===== src/rtl/sample_fifo_core.sv =====
// -----------------------------------------------------------------------------
// sample_fifo_core
// Captures a 16-bit sample stream into a circular FIFO, with optional
// decimation, and exposes it through a small slot register interface.
//
// Ports:
//   clk        system clock, all state updates on the rising edge
//   reset      synchronous, active-high
//   cs         slot select
//   read       slot read strobe (reads have no side effect)
//   write      slot write strobe
//   addr       slot register address, only addr[1:0] decoded
//   rd_data    slot read data, combinational from registered state
//   wr_data    slot write data
//   din        sample stream data
//   din_valid  one-cycle sample strobe
//
// Register map (addr[1:0]):
//   0 STATUS  R: [15:0] head, [16] empty, [17] full, [18] overflow,
//                [20+FIFO_DEPTH_BIT:20] level
//   1 CTRL    R/W: [31:16] decim, [0] enable (write also zeroes the counter)
//   2 POP     W: drop the head entry
//   3 CLEAR   W: empty FIFO, clear overflow, zero the counter
// -----------------------------------------------------------------------------
module sample_fifo_core #(
   parameter int unsigned FIFO_DEPTH_BIT = 6
) (
   input  logic        clk,
   input  logic        reset,
   input  logic        cs,
   input  logic        read,
   input  logic        write,
   input  logic [4:0]  addr,
   output logic [31:0] rd_data,
   input  logic [31:0] wr_data,
   input  logic [15:0] din,
   input  logic        din_valid
);

   localparam int unsigned PTR_W  = FIFO_DEPTH_BIT;
   localparam int unsigned LVL_W  = FIFO_DEPTH_BIT + 1;
   localparam int unsigned DEPTH  = 2 ** FIFO_DEPTH_BIT;
   localparam int unsigned DATA_W = 16;
   localparam int unsigned DEC_W  = 16;

   localparam logic [1:0] ADDR_STATUS = 2'd0;
   localparam logic [1:0] ADDR_CTRL   = 2'd1;
   localparam logic [1:0] ADDR_POP    = 2'd2;
   localparam logic [1:0] ADDR_CLEAR  = 2'd3;

   // Registered state
   logic              enable;
   logic [DEC_W-1:0]  decim;
   logic [DEC_W-1:0]  dec_cnt;
   logic [PTR_W-1:0]  wr_ptr;
   logic [PTR_W-1:0]  rd_ptr;
   logic [LVL_W-1:0]  level;
   logic              overflow;
   logic [DATA_W-1:0] mem [DEPTH];

   // Decoded strobes and next-state controls
   logic              reg_wr;
   logic              ctrl_wr;
   logic              pop_wr;
   logic              clear_wr;
   logic              fifo_empty;
   logic              fifo_full;
   logic              capture;
   logic              push_req;
   logic              pop_ok;
   logic              push_ok;
   logic              ovf_set;
   logic [DATA_W-1:0] head;

   // Inputs that carry no meaning for this block
   logic unused_bits;
   assign unused_bits = ^{read, addr[4:2], wr_data[15:1]};

   // Register decode and FIFO push/pop arbitration
   always_comb begin
      reg_wr     = cs & write;
      ctrl_wr    = reg_wr & (addr[1:0] == ADDR_CTRL);
      pop_wr     = reg_wr & (addr[1:0] == ADDR_POP);
      clear_wr   = reg_wr & (addr[1:0] == ADDR_CLEAR);
      fifo_empty = (level == '0);
      fifo_full  = (level == LVL_W'(DEPTH));

      // A CTRL or CLEAR write in the same cycle consumes the sample.
      capture    = enable & din_valid & ~ctrl_wr & ~clear_wr;
      push_req   = capture & (dec_cnt == decim);

      pop_ok     = pop_wr & ~fifo_empty & ~clear_wr;
      // A pop in the same cycle frees the slot, so a full FIFO can still accept.
      push_ok    = push_req & (~fifo_full | pop_ok);
      ovf_set    = push_req & fifo_full & ~pop_ok;
   end

   // Control, decimation counter, pointers, level and overflow
   always_ff @(posedge clk) begin
      if (reset) begin
         enable   <= 1'b0;
         decim    <= '0;
         dec_cnt  <= '0;
         wr_ptr   <= '0;
         rd_ptr   <= '0;
         level    <= '0;
         overflow <= 1'b0;
      end else if (clear_wr) begin
         dec_cnt  <= '0;
         wr_ptr   <= '0;
         rd_ptr   <= '0;
         level    <= '0;
         overflow <= 1'b0;
      end else begin
         if (ctrl_wr) begin
            enable  <= wr_data[0];
            decim   <= wr_data[31:16];
            dec_cnt <= '0;
         end else if (capture) begin
            if (dec_cnt == decim) begin
               dec_cnt <= '0;
            end else begin
               dec_cnt <= dec_cnt + DEC_W'(1);
            end
         end

         if (push_ok) begin
            wr_ptr <= wr_ptr + PTR_W'(1);
         end
         if (pop_ok) begin
            rd_ptr <= rd_ptr + PTR_W'(1);
         end

         case ({push_ok, pop_ok})
            2'b10:   level <= level + LVL_W'(1);
            2'b01:   level <= level - LVL_W'(1);
            default: level <= level;
         endcase

         if (ovf_set) begin
            overflow <= 1'b1;
         end
      end
   end

   // Sample storage; contents are don't-care until written, so no reset
   always_ff @(posedge clk) begin
      if (!reset && push_ok) begin
         mem[wr_ptr] <= din;
      end
   end

   // Read mux, purely from registered state
   always_comb begin
      head    = fifo_empty ? '0 : mem[rd_ptr];
      rd_data = '0;
      case (addr[1:0])
         ADDR_STATUS: begin
            rd_data[15:0]         = head;
            rd_data[16]           = fifo_empty;
            rd_data[17]           = fifo_full;
            rd_data[18]           = overflow;
            rd_data[20 +: LVL_W]  = level;
         end
         ADDR_CTRL: begin
            rd_data = {decim, 15'b0, enable};
         end
         default: begin
            rd_data = '0;
         end
      endcase
   end

endmodule


===== config.mk =====
export PLATFORM = sky130hd
export DESIGN_NAME = sample_fifo_core
export DESIGN_NICKNAME = d
export VERILOG_FILES = /design/src/rtl/sample_fifo_core.sv
export SDC_FILE = /design/constraint.sdc
export NUM_CORES = 1
export LEC_CHECK = 0
export ABC_CLOCK_PERIOD_IN_PS = 5100
export CAP_MARGIN = 30
export CORE_MARGIN = 1
export CORE_UTILIZATION = 62
export CTS_CLUSTER_DIAMETER = 30
export DETAILED_ROUTE_END_ITERATION = 12
export GPL_TIMING_DRIVEN = 0
export MAX_ROUTING_LAYER = met4
export PLACE_DENSITY = 0.78
export SYNTH_ARGS = -nofsm -noshare
export SYNTH_HDL_FRONTEND = slang
export SYNTH_SLANG_ARGS = --single-unit

===== constraint.sdc =====
create_clock -name clk -period 5.1 [get_ports clk]
set_input_delay 1.275 -clock clk [delete_from_list [all_inputs] [get_ports clk]]
set_output_delay 1.275 -clock clk [all_outputs]
set_load 0.1 [all_outputs]

After elaboration in Yosys (flattened, before gate mapping)

Memories as Yosys holds them, arrays and structs flattened. A register that Yosys moved wholly into a read port is not among the register bits.
Cells that the tools add are included.

Add/subtract/negate cells: 5
$mul: 0
Divide/modulo/power cells: 0
$lt $le $gt $ge: 0
Equality and inequality tests: 7
Shift-type cells: 0
Mux-type cells: 11
Bitwise operators: 19
Reduce and logical (&&, ||, !) cells: 8

Operator list:

| kind                  | number |
|---|---|
| $pmux 19 s2           | 1 |
| $mux 16               | 2 |
| $pmux 7 s2            | 2 |
| $add 16x1->16 const B | 1 |
| $eq 16x16->1          | 1 |
| $and 1x1->1           | 13 |
| $add 6x1->6 const B   | 2 |
| $mux 6                | 2 |
| $add 7x1->7 const B   | 1 |
| $eq 7x7->1 const B    | 1 |
| $logic_not 7->1       | 1 |
| $sub 7x1->7 const B   | 1 |
| $eq 2x2->1 const B    | 3 |
| $mux 5                | 1 |
| $not 1->1             | 5 |
| $eq 2x1->1 const B    | 2 |
| $mux 1                | 3 |
| $reduce_or 3->1       | 1 |
| $logic_not 2->1       | 1 |
| $reduce_and 2->1      | 1 |
| $reduce_bool 2->1     | 1 |
| $reduce_or 2->1       | 1 |
| $logic_and 1x1->1     | 1 |
| $logic_not 1->1       | 1 |
| $or 1x1->1            | 1 |

Bits in registers: 53
Latch bits: 0
Bits in writable memories: 1,024
Memory bits (read-only): 0
Bits of input ports: 59
Output and inout bits: 32
Logic and storage cells: 58
Memories kept: 1

Memory list:

| name | depth | width | read ports | clocked after Yosys merged registers in | wr ports | RTL line | source |
|---|---|---|---|---|---|---|---|
| mem  | 64    | 16    | 1          | 1                                       | 1        | 59       | `logic [DATA_W-1:0] mem [DEPTH];` |

Logic depth before layout (Yosys ltp)

Gate-level depths: netlist (run 1).

Word-level depth: 10
Gate-level depth with buffers: 15
Mapped depth without buffers: 13

Least setup slack after synthesis (run 1)

No wires, ideal clock.

Kind: input-to-output
From: input addr[0]
To: output rd_data[11]
Arrival: 4,724 ps
Required time: 3,825 ps
Slack: -899 ps
Cell stages on the path: 7
Path buffers: 3
Cells stage by stage: clkbuf_1 or4b_2 clkbuf_1 buf_2 a21oi_1 o21ai_0 o21ai_0

Longest elaborated chain between the ends: 2
Elaborated cells on any way between the ends: 3
Classes of those cells: eq/ne (1); mux (1); reduce/logical (1)

RTL lines:

| what                                                 | RTL line | source |
|---|---|---|
| start, declared                                      | 33       | `input logic [4:0] addr,` |
| $eq 2x1->1 / $logic_not 2->1 (equally long branches) | 157      | `case (addr[1:0])` |
| $pmux 19 s2 *                                        | 157      |  |
| end, declared                                        | 34       | `output logic [31:0] rd_data,` |

Every way passes the cells marked *; elsewhere a longest branch is shown, timed or not.

==> results of run 1 <==
-- synthesized netlist by cell type, types with 9 or more instances --
cell,number,area [um2]
a21oi_1,30,150
a22oi_1,22,165
and2_1,11,68.8
buf_1,22,82.6
buf_2,34,170
buf_4,17,128
clkbuf_1,35,131
dfxtp_1,59,1180
edfxtp_1,1024,30700
mux2_2,14,158
mux2i_1,84,841
mux4_2,277,6240
nand2_1,64,240
nand2b_1,9,56.3
nand3_1,23,115
nor2_1,110,413
nor2b_1,10,62.6
nor3_1,9,45.0
o211ai_1,9,67.6
o21ai_0,17,85.1
xnor2_1,16,140
xor2_1,24,210
-- registers in the layout, indices dropped and copies added, names as in the netlist, named ones only --
| register | cells |
|---|---|
| mem | 1024 |
| dec_cnt | 16 |
| decim | 16 |
| overflow | 1 |
| rd_ptr | 6 |
| level | 7 |
| enable | 1 |
| wr_ptr | 6 |
-- final timing paths --
| check | start | end | slack (ns) | cells after the start |
|---|---|---|---|---|
| setup / recovery | flop | rd_data[1] | -0.18 | 9 |
| hold / removal | decim[15]$_SDFFE_PP0P_ | decim[15]$_SDFFE_PP0P_ | 0.49 | 2 |
| hold reg to reg | decim[15]$_SDFFE_PP0P_ | decim[15]$_SDFFE_PP0P_ | 0.49 | 2 |
| setup reg to reg | enable$_SDFFE_PP0P_ | mem[47][15]$_DFFE_PP_ | 0.87 | 7 |
-- power by group --
| group | switching, mW | internal [mW] |
|---|---|---|
| clock | 4.49 | 7.23 |
| sequential | 0.00424 | 9.73 |
| combinational | 0.220 | 0.0694 |
| total | 4.71 | 17.0 |
-- tightest hold or removal path, delay by kind of cell, from the launching register on --
family | cells | cell delay, ns
AND/OR/NAND/NOR | 1 | 0.06
AO/OA/AOI/OAI | 1 | 0.05
flip-flops | 1 | 0.32
-- layer usage --
metal	wire length, um	share of wire	global-route usage
met3	17200	0.14	0.101
met4	7690	0.061	0.193
met5	0	0	-
met2	59900	0.48	0.573
met1	41300	0.33	0.478
-- what timing repair did --
item / CTS / global route
pin swaps: 7 / 4
endpoints found under the setup margin: 32 / 25
buffers inserted: 2 / 23
gates resized for setup: 225 / 51
endpoints found under the hold margin: 0 / 0
-- cells by family (layout without fill, tap and decap cells) --
family                     Yosys count  after routing
buffers and inverters              115            598
other                                0              1
xor gates and xnor gates            40             40
muxes                              375            375
and+or+nand+nor                    282            282
adders and majority gates            9              9
DFF                               1083           1083
AOI/OAI and AO/OA                  117            117
-- layout make-up --
class	count	area, um2
well taps	873	1090
multi-input cells	823	10200
clock buffers	182	4240
repair buffers	182	2310
inverters	5	18.8
diodes	1	2.50
flip-flops and latches	1083	31900
plain buffers	108	788
fillers	3174	15300
clock inverters	121	1490
==> impl_metrics.json, run 1 <==
{
  "grt_max_degree": 64,
  "outcome": "complete, but fails checks",
  "synthArstFlopShare": 0,
  "critPathMaxStageDelay_ns": 0.84,
  "core_um2": 67400,
  "fin_skew_ns": 0.0294,
  "stdcell_count": 3378,
  "netlist_area_um2": 42400,
  "path_clk_slew_ns": 0.05,
  "yosys.area_share.simple": 0.0328,
  "leakage_nw": 16.6,
  "dp_hpwl_um": 71600,
  "drc_errors": 0,
  "finalHoldViolations": 0,
  "synthAdderAreaFrac": 0.00283,
  "mostFrequentLayoutCells": "edfxtp_1 (1024), mux4_2 (277), clkbuf_16 (167)",
  "crit_family": "multiplexers",
  "synth_cell_types": 60,
  "crit_type": "flop to output port",
  "holdBufCountCts": 0,
  "crit_path_start_kind": "flop",
  "drv_slew": 0,
  "place.gp.congestion": 0.970,
  "utilization": 0.773,
  "final_common_cell": "edfxtp_1",
  "io_pins": 91,
  "drv_cap": 0,
  "clk_latency_ns": 0.75,
  "ys.flop_type": "edfxtp_1",
  "die-area_um2": 69400,
  "cts_num_sinks": 1083,
  "netlist_instances": 2021,
  "max_freq_mhz": 189,
  "dp.cells": 3050,
  "drtIter0Drc": 3780,
  "synth-edff-count": 1024,
  "die-height_um": 263,
  "vias": 24200,
  "fin_ws_ns": -0.180,
  "final_area_um2": 52100,
  "wl_per_cell_um": 37.3,
  "cts_buffer_depth": 3,
  "yosysSeqAreaShare": 0.754,
  "critPathSlowestCell": "o211ai_1",
  "timing.hold.ws_ns": 0.487,
  "grt_pass1_wl_um": 177000,
  "cp-end-kind": "output port",
  "violations": "setup timing",
  "power.total_mw": 21.7,
  "relSlewSlack": 0.329,
  "vias_per_cell": 7.18,
  "synth-xor-area-share": 0.00827,
  "cts-root-buf": "clkbuf_16",
  "dieWidth_um": 263,
  "path_buf_inv": 5,
  "h-tree-depth": 4,
  "grt_overflow": 0,
  "first_global_vias": 24500,
  "setup_viol": 4,
  "synth_compound_area_frac": 0.0188,
  "synth_nets": 2089,
  "drt_first_pass_iters": 7,
  "area_growth_pct": 22.9,
  "synth_top_family_by_area": "multiplexers",
  "tightestPinTransition_ns": 1.00,
  "grt_usage": 0.379,
  "finalCritPeriodShare": 1.04,
  "initial_core_util": 0.629,
  "postRouteAntennaNets": 0,
  "ir_worst_vdd_uv": 360,
  "p_per_area_nw_per_um2": 417,
  "cp_cell_sequence": "buf_6 > buf_12 > buf_16 > buf_12 > mux4_2 > mux4_2 > o211ai_1 > o31ai_4 > buf_8",
  "synth_seq_cells": 1083,
  "min_period_ns": 5.28,
  "routed_wl_um": 126000,
  "dpl_cell_area_um2": 45800,
  "cts_buffers": 165,
  "hold_path_class": "flop to flop",
  "port_buffers": 71,
  "yosys_warnings": 0,
  "muxShareOfSynthArea": 0.171,
  "cts_tree": "done",
  "final_nets": 2436,
  "finalSetupTns_ns": -0.361,
  "critPathRequiredTime_ns": 3.83,
  "synth_area_per_cell_um2": 21.0,
  "worst-path-max-fanout": 6,
  "grt_antenna_before_repair": 4,
  "post-place-ws_ns": -1.44,
  "rows": 95,
  "cp_data_arrival_time_ns": 4.00,
  "layout-drive-gt1-share": 0.357,
  "grt_setup_unrepaired": "yes"
}
Power figures use the tool's default switching activity.
==> run 2: changes to the inputs <==
CAP_MARGIN = not set   (was 30)
CORE_ASPECT_RATIO = 1.4   (was not set)
==> run 2 against run 1 <==
  * Clock skew rose by 0.0072 ns
  * Hold slack improved by 0.0086 ns
  * Global-route usage fell by 0.30 points
  * Register-to-register slack improved by 0.09 ns
  * Non-clock buffer count fell by 14
  * The run still ends with setup timing left
  * Final cell count fell by 2.2%
  * Clock power fell by 14%
  * Maximum frequency fell by 4.0%
  * Highest routed layer unchanged
  * First-iteration DRC count fell by 4.2%
  * Power fell by 7.4%
  * Utilization fell by 2.1 points
  * Critical path depth did not move
==> impl_metrics.json, run 2 (synthesized netlist as in run 1, its figures left out) <==
{
  "power.total_mw": 20.1,
  "layout-drive-gt1-share": 0.341,
  "cp_data_arrival_time_ns": 4.23,
  "crit_path_start_kind": "flop",
  "cp-end-kind": "output port",
  "path_buf_inv": 5,
  "groute.layer.met1.usage": 0.439,
  "postRouteAntennaNets": 0,
  "dp_hpwl_um": 72200,
  "drv_slew": 0,
  "rows": 113,
  "ir_worst_vdd_uv": 311,
  "initial_core_util": 0.626,
  "max_freq_mhz": 182,
  "cts_buffer_depth": 3,
  "seqPwrFrac": 0.483,
  "p_int_mw": 16.0,
  "cts_num_sinks": 1083,
  "drc_errors": 0,
  "drt_first_pass_iters": 6,
  "worst-path-max-fanout": 6,
  "grt_use_met2": 0.588,
  "vias_per_cell": 7.17,
  "top_regs": "mem x1024, dec_cnt x16, decim x16",
  "grt_antenna_before_repair": 4,
  "grt_overflow": 0,
  "cts-root-buf": "clkbuf_16",
  "clkPwrFrac": 0.503,
  "violations": "setup timing",
  "timing.hold.ws_ns": 0.496,
  "cp.depth": 9,
  "area_growth_pct": 20.2,
  "critPathMaxStageDelay_ns": 1.09,
  "crit_family": "compound AO/OA/AOI/OAI gates",
  "outcome": "complete, but fails checks",
  "timing.rr.start": "dec_cnt[3]$_SDFFE_PP0P_",
  "hp-start": "decim[8]$_SDFFE_PP0P_",
  "first_global_vias": 24400,
  "fin_skew_ns": 0.0366,
  "core_um2": 67700,
  "finalHoldViolations": 0,
  "routed_wl_um": 123000,
  "grt_usage": 0.376,
  "grt_pass1_wl_um": 174000,
  "crit_top_cell": "buf_12",
  "regMostFlops": "mem",
  "power_switching_mw": 4.17,
  "dieWidth_um": 223,
  "drtIter0Drc": 3620,
  "drv_cap": 0,
  "clk_latency_ns": 0.76,
  "die-area_um2": 69400,
  "path_clk_slew_ns": 0.06,
  "post-place-ws_ns": -1.57,
  "p_comb_frac": 0.014,
  "cts_buffers": 138,
  "cp_cell_sequence": "buf_8 > buf_12 > buf_16 > buf_12 > mux4_2 > mux4_2 > o211ai_1 > o21ai_2 > buf_12",
  "setup_viol": 6,
  "met3_usage": 0.0918,
  "relSlewSlack": 0.0886,
  "crit_type": "flop to output port",
  "leakage_nw": 16.1,
  "die-height_um": 311,
  "finalSetupTns_ns": -1.03,
  "reg2reg_depth": 7,
  "h-tree-depth": 4,
  "min_period_ns": 5.50,
  "place.gp.congestion": 1.05,
  "largest_reg_flops": 1024,
  "vias": 23700,
  "io_pins": 91,
  "final_common_cell": "edfxtp_1",
  "wl_per_cell_um": 37.2,
  "cts_tree": "done",
  "hold_path_class": "flop to flop",
  "swShare": 0.207,
  "critPathRequiredTime_ns": 3.83,
  "fin_ws_ns": -0.402,
  "holdBufCountCts": 0,
  "final_nets": 2395,
  "grt_setup_unrepaired": "yes",
  "critPathSlowestCell": "o211ai_1",
  "tightestPinTransition_ns": 1.36,
  "finalCritPeriodShare": 1.08,
  "mostFrequentLayoutCells": "edfxtp_1 (1024), mux4_2 (277), clkbuf_16 (145)",
  "grt_max_degree": 65,
  "grt_busiest_layer": "met2",
  "port_buffers": 71,
  "hold_depth": 2,
  "p_per_area_nw_per_um2": 395
}
run 2: changes by cell type in the layout (fill, tap and decap cells not counted), moves of 5 or more:
cell,change
buf_4,-12
clkinv_4,-6
clkinvlp_4,-9
clkbuf_2,+12
dlygate4sd2_1,-5
clkbuf_16,-22
inv_6,-6
run 2: metal layers:
| layer | vias up | part of all wire |
|---|---|---|
| met4 | 0 | 0.077 |
| met1 | 12000 | 0.32 |
| met3 | 520 | 0.11 |
| li1 | 9013 | - |
| met5 | - | 0 |
| met2 | 2157 | 0.49 |
run 2: final timing paths:
path	end	slack, ns
worst min-delay path	decim[8]$_SDFFE_PP0P_	0.50
worst max register to register	mem[54][8]$_DFFE_PP_	0.96
worst min register to register	decim[8]$_SDFFE_PP0P_	0.50
worst max-delay path	rd_data[3]	-0.40
run 2: final cells by class:
class	instances	area [um2]
Timing Repair Buffer	170	2160
Multi-Input combinational cell	823	10200
Antenna cell	4	10.0
Clock buffer	161	3690
Tap cell	862	1080
Sequential cell	1083	31900
Clock inverter	90	1080
Fill cell	3435	16800
Inverter	5	18.8
Buffer	106	786
run 2: what timing repair did:
action | CTS | global route
cloned | 1 | 0
pin swaps | 5 | 7
gates resized for setup | 244 | 54
endpoints found under the setup margin | 32 | 27
setup buffers | 7 | 11
run 2: worst min-delay path, cell delays in order (launching register included):
cell	delay, ns
dfxtp_1	0.33
nand2_1	0.06
a21oi_1	0.05
run 2: through the flow:
| stage | util | cells | cell area (um2) |
|---|---|---|---|
| CTS | 0.751 | 3290 | 50800 |
| floorplan | - | 2021 | 42400 |
| detailed placement | 0.674 | 3034 | 45700 |
| global placement | 0.653 | 2954 | 44200 |
| global route | 0.752 | 3303 | 50900 |
| finish | 0.752 | 3304 | 50900 |
run 2: power groups by stage:
stage	Combinational (mW)	Sequential, mW	Clock, mW
3_5_place_dp	0.266	9.91	0
6_report	0.281	9.73	10.1
2_1_floorplan	0.0594	9.91	0
3_3_place_gp	0.226	9.93	0
5_1_grt	0.288	9.72	10.4
4_1_cts	0.270	9.73	10.1
